## config.mk

```make
export PLATFORM = sky130hd
export DESIGN_NAME = gs_div_fixup_flat
export DESIGN_NICKNAME = d
export VERILOG_FILES = /design/src/rtl/gs_div_fixup_pkg.sv /design/src/rtl/gs_div_fixup_if.sv /design/src/rtl/gs_div_fixup.sv /design/src/flat_wrapper.sv
export SDC_FILE = /design/constraint.sdc
export NUM_CORES = 2
export LEC_CHECK = 0
export ABC_AREA = 1
export BUFFER_PORTS_ARGS = -buffer_cell sky130_fd_sc_hd__buf_2
export CAP_MARGIN = 20
export CORE_AREA = 2 2 370 372
export DETAILED_ROUTE_END_ITERATION = 7
export DIE_AREA = 0 0 372 374
export PLACE_DENSITY_LB_ADDON = 0.2
export SKIP_LAST_GASP = 1
export SYNTH_ARGS = -nofsm -noshare
export SYNTH_HDL_FRONTEND = slang
export SYNTH_SLANG_ARGS = --single-unit
```

## constraint.sdc

```tcl
create_clock -name clk -period 6.2 [get_ports clk]
set_input_delay 0 -clock clk [delete_from_list [all_inputs] [get_ports clk]]
set_output_delay 0 -clock clk [all_outputs]
set_load 0.1 [all_outputs]
```

## src/rtl/gs_div_fixup_pkg.sv

```systemverilog
// +----------------------------------------------------------------------+
// | gs_div_fixup_pkg : shared widths, limits and FSM encoding             |
// | Revision: 1.0                                                          |
// +----------------------------------------------------------------------+
`default_nettype none

package gs_div_fixup_pkg;

  localparam int I_BITS  = 32;
  localparam int F_BITS  = 40;
  localparam int T_BITS  = I_BITS + F_BITS;
  localparam int MAX_FIX = 3;
  localparam int RW      = 2 * I_BITS + 2;
  localparam int CNT_W   = $clog2(MAX_FIX + 1);

  typedef enum logic [1:0] {
    ST_IDLE = 2'd0,
    ST_MUL  = 2'd1,
    ST_CHK  = 2'd2,
    ST_OUT  = 2'd3
  } state_t;

endpackage

`default_nettype wire

```

## src/rtl/gs_div_fixup_if.sv

```systemverilog
// +----------------------------------------------------------------------+
// | gs_div_fixup_if : divider-side capture inputs and result handshake    |
// | Revision: 1.0                                                          |
// +----------------------------------------------------------------------+
`default_nettype none

interface gs_div_fixup_if;
  import gs_div_fixup_pkg::*;

  logic              div_done;
  logic [T_BITS-1:0] div_n;
  logic [T_BITS-1:0] div_d;
  logic [T_BITS-1:0] div_q;
  logic              busy;
  logic              out_valid;
  logic              out_ready;
  logic [I_BITS-1:0] quot;
  logic [I_BITS-1:0] rem;
  logic              dz;
  logic              err;

  modport master (
    output div_done, div_n, div_d, div_q, out_ready,
    input  busy, out_valid, quot, rem, dz, err
  );

  modport slave (
    input  div_done, div_n, div_d, div_q, out_ready,
    output busy, out_valid, quot, rem, dz, err
  );

endinterface

`default_nettype wire

```

## src/rtl/gs_div_fixup.sv

```systemverilog
// +----------------------------------------------------------------------+
// | gs_div_fixup : exact integer quotient/remainder from Goldschmidt q    |
// | Revision: 1.0                                                          |
// +----------------------------------------------------------------------+
`default_nettype none

module gs_div_fixup
  import gs_div_fixup_pkg::*;
(
  input  logic          clk,
  input  logic          rst,
  gs_div_fixup_if.slave bus
);

  state_t            r_state;
  logic              r_done_q;
  logic [I_BITS-1:0] r_n;
  logic [I_BITS-1:0] r_d;
  logic [I_BITS:0]   r_q;
  logic signed [RW-1:0] r_r;
  logic [CNT_W-1:0]  r_cnt;
  logic              r_busy;
  logic              r_valid;
  logic [I_BITS-1:0] r_quot;
  logic [I_BITS-1:0] r_rem;
  logic              r_dz;
  logic              r_err;

  logic [I_BITS-1:0]    w_n;
  logic [I_BITS-1:0]    w_d;
  logic [I_BITS-1:0]    w_q0;
  logic                 w_start;
  logic [2*I_BITS:0]    w_prod;
  logic signed [RW-1:0] w_r_mul;
  logic signed [RW-1:0] w_d_ext;
  logic                 w_unused_frac;

  assign w_n  = bus.div_n[T_BITS-1:F_BITS];
  assign w_d  = bus.div_d[T_BITS-1:F_BITS];
  assign w_q0 = bus.div_q[T_BITS-1:F_BITS];
  assign w_unused_frac = ^{bus.div_n[F_BITS-1:0], bus.div_d[F_BITS-1:0],
                           bus.div_q[F_BITS-1:0]};

  // Only a fresh rising edge of done starts work; edges while busy are dropped.
  assign w_start = bus.div_done & ~r_done_q & (r_state == ST_IDLE);

  assign w_prod  = {{I_BITS{1'b0}}, r_q} * {{(I_BITS + 1){1'b0}}, r_d};
  assign w_r_mul = $signed({{(I_BITS + 2){1'b0}}, r_n}) - $signed({1'b0, w_prod});
  assign w_d_ext = $signed({{(I_BITS + 2){1'b0}}, r_d});

  always_ff @(posedge clk or posedge rst) begin
    if (rst) begin
      r_state  <= ST_IDLE;
      r_done_q <= 1'b0;
      r_n      <= '0;
      r_d      <= '0;
      r_q      <= '0;
      r_r      <= '0;
      r_cnt    <= '0;
      r_busy   <= 1'b0;
      r_valid  <= 1'b0;
      r_quot   <= '0;
      r_rem    <= '0;
      r_dz     <= 1'b0;
      r_err    <= 1'b0;
    end else begin
      r_done_q <= bus.div_done;
      case (r_state)
        ST_IDLE: begin
          if (w_start) begin
            r_n    <= w_n;
            r_d    <= w_d;
            r_q    <= {1'b0, w_q0};
            r_cnt  <= '0;
            r_dz   <= 1'b0;
            r_err  <= 1'b0;
            r_busy <= 1'b1;
            if (w_d == '0) begin
              r_quot  <= '1;
              r_rem   <= w_n;
              r_dz    <= 1'b1;
              r_valid <= 1'b1;
              r_state <= ST_OUT;
            end else begin
              r_state <= ST_MUL;
            end
          end
        end
        ST_MUL: begin
          r_r     <= w_r_mul;
          r_state <= ST_CHK;
        end
        ST_CHK: begin
          if (r_cnt == CNT_W'(MAX_FIX)) begin
            r_err   <= 1'b1;
            r_valid <= 1'b1;
            r_state <= ST_OUT;
          end else if (r_r[RW-1]) begin
            // Decrementing from zero wraps q; flag it so it survives later +1 steps.
            if (r_q == '0) begin
              r_err <= 1'b1;
            end
            r_q   <= r_q - (I_BITS + 1)'(1);
            r_r   <= r_r + w_d_ext;
            r_cnt <= r_cnt + CNT_W'(1);
          end else if (r_r >= w_d_ext) begin
            r_q   <= r_q + (I_BITS + 1)'(1);
            r_r   <= r_r - w_d_ext;
            r_cnt <= r_cnt + CNT_W'(1);
          end else begin
            r_quot  <= r_q[I_BITS-1:0];
            r_rem   <= r_r[I_BITS-1:0];
            r_err   <= r_err | r_q[I_BITS];
            r_valid <= 1'b1;
            r_state <= ST_OUT;
          end
        end
        ST_OUT: begin
          if (bus.out_ready) begin
            r_valid <= 1'b0;
            r_busy  <= 1'b0;
            r_state <= ST_IDLE;
          end
        end
        default: begin
          r_state <= ST_IDLE;
        end
      endcase
    end
  end

  assign bus.busy      = r_busy;
  assign bus.out_valid = r_valid;
  assign bus.quot      = r_quot;
  assign bus.rem       = r_rem;
  assign bus.dz        = r_dz;
  assign bus.err       = r_err;

endmodule

`default_nettype wire

```

## src/flat_wrapper.sv

```systemverilog
// flat-port wrapper written by rule: the top's interface ports become plain ports
module gs_div_fixup_flat import gs_div_fixup_pkg::*;
  (clk, rst, bus_div_done, bus_div_n, bus_div_d, bus_div_q, bus_out_ready, bus_busy, bus_out_valid, bus_quot, bus_rem, bus_dz, bus_err);
  gs_div_fixup_if bus_i ();
  input  logic clk;
  input  logic rst;
  input wire logic [$bits(bus_i.div_done)-1:0] bus_div_done;
  input wire logic [$bits(bus_i.div_n)-1:0] bus_div_n;
  input wire logic [$bits(bus_i.div_d)-1:0] bus_div_d;
  input wire logic [$bits(bus_i.div_q)-1:0] bus_div_q;
  input wire logic [$bits(bus_i.out_ready)-1:0] bus_out_ready;
  output wire logic [$bits(bus_i.busy)-1:0] bus_busy;
  output wire logic [$bits(bus_i.out_valid)-1:0] bus_out_valid;
  output wire logic [$bits(bus_i.quot)-1:0] bus_quot;
  output wire logic [$bits(bus_i.rem)-1:0] bus_rem;
  output wire logic [$bits(bus_i.dz)-1:0] bus_dz;
  output wire logic [$bits(bus_i.err)-1:0] bus_err;
  assign bus_i.div_done = bus_div_done;
  assign bus_i.div_n = bus_div_n;
  assign bus_i.div_d = bus_div_d;
  assign bus_i.div_q = bus_div_q;
  assign bus_i.out_ready = bus_out_ready;
  assign bus_busy = bus_i.busy;
  assign bus_out_valid = bus_i.out_valid;
  assign bus_quot = bus_i.quot;
  assign bus_rem = bus_i.rem;
  assign bus_dz = bus_i.dz;
  assign bus_err = bus_i.err;
  gs_div_fixup u_core (.clk(clk), .rst(rst), .bus(bus_i));
endmodule
```

# Word-level counts from Yosys, hierarchy flattened
# Index checks and enable logic that the tools add are counted.
dict set report classes {
  reduce_logical 16
  n_lt_le_gt_ge 1
  n_eq_ne 15
  mux 49
  mul 1
  n_addsub 6
  bitwise 4
}
# cell count
set op_table {}
lappend op_table {{$mux 32} 10}
lappend op_table {{$mux 66} 3}
lappend op_table {{$mux 33} 4}
lappend op_table {{$pmux 66 s2} 1}
lappend op_table {{$pmux 32 s2} 2}
lappend op_table {{$add 66x33->66} 1}
lappend op_table {{$ge 66x33->1} 1}
lappend op_table {{$pmux 33 s2} 1}
lappend op_table {{$sub 32x65->66} 1}
lappend op_table {{$sub 66x33->66} 1}
lappend op_table {{$mul 33x32->65} 1}
lappend op_table {{$add 33x1->33 const B} 1}
lappend op_table {{$logic_not 33->1} 1}
lappend op_table {{$sub 33x1->33 const B} 1}
lappend op_table {{$logic_not 32->1} 1}
lappend op_table {{$mux 2} 10}
lappend op_table {{$mux 1} 13}
lappend op_table {{$reduce_and 4->1} 3}
lappend op_table {{$reduce_and 6->1} 2}
lappend op_table {{$ne 2x2->1 const B} 5}
lappend op_table {{$pmux 2 s4} 1}
lappend op_table {{$eq 2x2->1 const B} 3}
lappend op_table {{$reduce_and 3->1} 2}
lappend op_table {{$reduce_bool 2->1} 3}
lappend op_table {{17 further kinds} 20}
dict set report word_totals {
  regBits 236
  wordCells 106
}

# Longest topological paths before layout
dict set report logic_depth {
  ltp_word 5
  mapped_depth 35
}

# Worst setup path after synthesis
# OpenSTA, ideal clock, no wires.
dict set report synth_path {
  kind {register -> register}
  start {register u_core.r_d[0]}
  end {register u_core.r_r[54]}
  required_ps 6083
  path_stages_with_launch 36
  arrival_ps 6700
  slack_ps -617
  cell_sequence {dfrtp_1 -> clkbuf_1 -> clkbuf_1 -> nand2_1 -> fa_1 -> inv_1 -> fa_1 -> inv_1 -> fa_1 -> inv_1 -> fa_1 -> inv_1 -> fa_1 -> inv_1 -> fa_1 -> inv_1 -> fa_1 -> inv_1 -> fa_1 -> inv_1 -> ha_1 -> nand2_1 -> nor2_1 -> inv_1 -> o21ai_0 -> nand2_1 -> nand2_1 -> nand2_1 -> nand3_1 -> nand2_1 -> nand2_1 -> nand2_1 -> nand3_1 -> nand2_1 -> nand2_1 -> nand2_1}
}
dict set report synth_between {
  elab_chain_len 5
}
# item line_no
set synth_rtl {}
lappend synth_rtl {{from (decl)} gs_div_fixup.sv:18} ;# logic [I_BITS-1:0] r_d;
lappend synth_rtl {{from (signal assigned)} gs_div_fixup.sv:72} ;# r_d <= w_d;
lappend synth_rtl {{branches (longest 5 deep; another with $sub 32x65->66)} n/a}
lappend synth_rtl {{to (signal assigned)} gs_div_fixup.sv:90} ;# r_r <= w_r_mul;
lappend synth_rtl {{to (signal assigned)} gs_div_fixup.sv:104} ;# r_r <= r_r + w_d_ext;
lappend synth_rtl {{to (signal assigned)} gs_div_fixup.sv:108} ;# r_r <= r_r - w_d_ext;
lappend synth_rtl {{to (decl)} gs_div_fixup.sv:20} ;# logic signed [RW-1:0] r_r;
# Parallel ways; which one is timed is not known. The select of a mux whose other input is x is not followed.
# A chain may end at the register's enable or synchronous reset.

# Final worst setup path
dict set report layout_path {
  start {register u_core.r_q[9]}
  end {register u_core.r_r[43]}
}
dict set report layout_between {
  elab_chain_len 3
}
# item line_no
set layout_rtl {}
lappend layout_rtl {{from (decl)} gs_div_fixup.sv:19} ;# logic [I_BITS:0] r_q;
lappend layout_rtl {{from (signal assigned)} gs_div_fixup.sv:73} ;# r_q <= {1'b0, w_q0};
lappend layout_rtl {{from (signal assigned)} gs_div_fixup.sv:103} ;# r_q <= r_q - (I_BITS + 1)'(1);
lappend layout_rtl {{from (signal assigned)} gs_div_fixup.sv:107} ;# r_q <= r_q + (I_BITS + 1)'(1);
lappend layout_rtl {{$mul 33x32->65} gs_div_fixup.sv:47} ;# assign w_prod = {{I_BITS{1'b0}}, r_q} * {{(I_BITS + 1){1'b0}}, r_d};
lappend layout_rtl {{$sub 32x65->66} gs_div_fixup.sv:48} ;# assign w_r_mul = $signed({{(I_BITS + 2){1'b0}}, r_n}) - $signed({1'b0, w_prod});
lappend layout_rtl {{$pmux 66 s2} gs_div_fixup.sv:68} ;# case (r_state)
# No other way between the ends.

==> results_dict.tcl <==
set metrics [dict create \
    run_status "complete, but fails checks" \
    failed_checks "setup timing" \
    multi_input_area_um2 46300 \
    start_util_pct 44.8 \
    htreeDepth 2 \
    async_flop_share_pct 100 \
    mostFrequentLayoutCells "nand2_1 (2791), inv_1 (2222), fa_1 (959)" \
    synth_top_area_cell "fa_1" \
    ys_seq_elements 236 \
    max_freq_mhz 141 \
    cts_buffers 34 \
    cts.clk_slew.worst_paths_ps 60 \
    synth.top_cell.area_share_pct 32.8 \
    grt.overflow.total 0 \
    syn_inst 8908 \
    avgSynthCellArea_um2 6.79 \
    path_common_cell "fa_1" \
    slew_violations 0 \
    synth_nets 10500 \
    netlist_area_um2 60500 \
    nNetsFinal 11100 \
    wirelength_um 235000 \
    placed_area_um2 68100 \
    drc 0 \
    cts_buffer_depth 3 \
    cp_max_fo 4 \
    die_h_um 374 \
    ys_seq_area_share_pct 9.76 \
    grt_pass1_wl_um 356000 \
    place.port_buffers 167 \
    ant_nets 0 \
    crit_path_start_kind "flop" \
    ff_latch_area_um2 5940 \
    finalInstanceArea_um2 73100 \
    num_rows 135 \
    setup_viol 56 \
    via_per_inst 5.10 \
    synth_edf_count 0 \
    min_period_ps 7090 \
    wl_per_cell_um 20.9 \
    detailed_place_hpwl_um 193000 \
    grt_pass1_vias 59000 \
    worst_slack_ps -887 \
    required_ps 6660 \
    clk-insertion-delay-late_ps 600 \
    fillers 13100 \
    pre_cts_ws_ps -1250 \
    cap_violations 0 \
    hold_path_class "input pin to flop" \
    final_core_util_pct 54.2 \
    syn_to_final_growth_pct 20.8 \
    drtPass1Iterations 6 \
    die_x_um 372 \
    drt-initial-drc-count 4880 \
    max_stage_delay_ps 630 \
    layout-drive-gt1-share_pct 15.6 \
    gr-usage-all-layers_pct 33.9 \
    clock_sinks 236 \
    arrival_ps 7540 \
    grt_max_degree 126 \
    finClkSkew_ps 50.1 \
    dieArea_um2 139000 \
    root_buffer "clkbuf_16" \
    crit_type "flop to flop" \
    vias 57600 \
    synthTopCellsByArea "fa_1 (33%), nand2_1 (18%), inv_1 (14%)" \
    cts_tree "built" \
    final_common_cell "nand2_1" \
    ys.flop_type "dfrtp_1" \
    rsz0062_at_grt "true" \
    cp_slowest_cell "fa_1" \
    io_pins 288 \
    yosys_warnings 0 \
    hold_violations 0 \
    max_slew_margin_pct 26.2 \
    core_um2 135000 \
    gp_congestion 0.989 \
    cp-end-kind "flop" \
    synth.distinct_cells 49 \
    tightest_slew_ps 1110 \
    antenna_found_initial 2 \
    finalCritPeriodShare_pct 114 \
]
-- metal layers --
metal / track usage [%] / part of all wire [%]
met2: 54.1 / 45
met5: 0 / 0.0051
met4: 11.8 / 4.3
met1: 47.0 / 43
met3: 4.79 / 7.5
-- through the flow --
stage | hold slack [ps] | std cells | TNS (ps)
3_5_place_dp | 138 | 11000 | -39710
2_1_floorplan | 31.4 | 8908 | -6120
6_report | 114 | 11300 | -37530
3_3_place_gp | 125 | 11000 | -38660
5_1_grt | 138 | 11300 | -51290
4_1_cts | 116 | 11200 | -34550
-- state kept, by name, indices dropped and copies added (netlist names) --
name                  flops
u_core.r_n               32
u_core.r_q               33
u_core.bus.out_valid      1
u_core.bus.rem           32
u_core.r_cnt              2
u_core.bus.quot          32
u_core.r_done_q           1
u_core.bus.err            1
u_core.bus.busy           1
u_core.r_state            2
u_core.r_d               32
u_core.bus.dz             1
u_core.r_r               66
-- worst max-delay path: cells and delay by family, from the launching register on --
kind	cells	cell delay, ps
and+or+nand+nor	10	870
DFF	1	440
buffers and inverters	12	1190
AOI/OAI and AO/OA	2	150
adders and majority gates	9	4270
-- Yosys cell counts, types with 3 or more instances --
cell      instances
o31ai_1           4
xnor2_1          18
nor4_1           25
nand3_2           4
nand3_1         267
nand4_1          60
nand2_2          21
or2_2             6
and3_1            4
clkbuf_1        300
buf_2            43
buf_4            21
buf_6            22
inv_2            29
a31oi_1           9
xor2_1           52
o21ai_1          67
nand2_1        2950
o21bai_1         23
o21a_1           10
o21ai_0         144
ha_1            376
dfrtp_1         236
nor3_1           60
inv_1          2280
buf_1            14
mux2i_1          30
nor2_4            5
nor2_2            5
a21oi_1         223
a21o_1            4
o21ai_2          29
nor2_1          542
nand3b_1         11
a21boi_0          3
and2_1            3
fa_1            992
-- final timing paths --
check / slack, ps / start / to / cells past startpoint
min: 110 / bus_div_done / u_core.r_done_q / 2
max: -890 / u_core.r_q[9] / u_core.r_r[43] / 33
max in group asynchronous: 4780 / rst / u_core.r_q[14] / 5
min in group asynchronous: 120 / rst / u_core.bus.rem[7] / 4
min reg2reg: 480 / u_core.bus.rem[25] / u_core.bus.rem[25] / 2
max reg2reg: -890 / u_core.r_q[9] / u_core.r_r[43] / 33
-- cells by family (layout without fill, tap and decap cells) --
kind of cell,after synthesis,after routing,share of synthesized area (%)
flip-flops,236,236,9.76
multiplexers,30,30,0.496
buffers and inverters,2711,3301,17.3
adder cells (fa/ha/maj),1368,1368,40.6
XOR/XNOR,70,70,1.01
AO/OA/AOI/OAI,525,525,4.79
AND/OR/NAND/NOR,3968,3968,26.0
other,0,2,0
-- final cells by class --
class | instances | area share (%)
inverters | 2310 | 11.9
flip-flops and latches | 236 | 8.12
clock buffers | 48 | 1.31
well taps | 1781 | 3.05
multi-input cells | 5961 | 63.4
repair buffers | 933 | 12.0
diodes | 2 | 0.00685
clock inverters | 10 | 0.209
-- what timing repair did --
item,in CTS,in global routing
hold buffers,101,0
endpoints found under the hold margin,249,0
endpoints found under the setup margin,55,56
buffers inserted,37,34
gates resized for setup,288,268
pin swaps,119,178
gates cloned,8,7
Power is not shown: default switching activity piles up to over one toggle a cycle in this logic, so the estimate is an artifact.
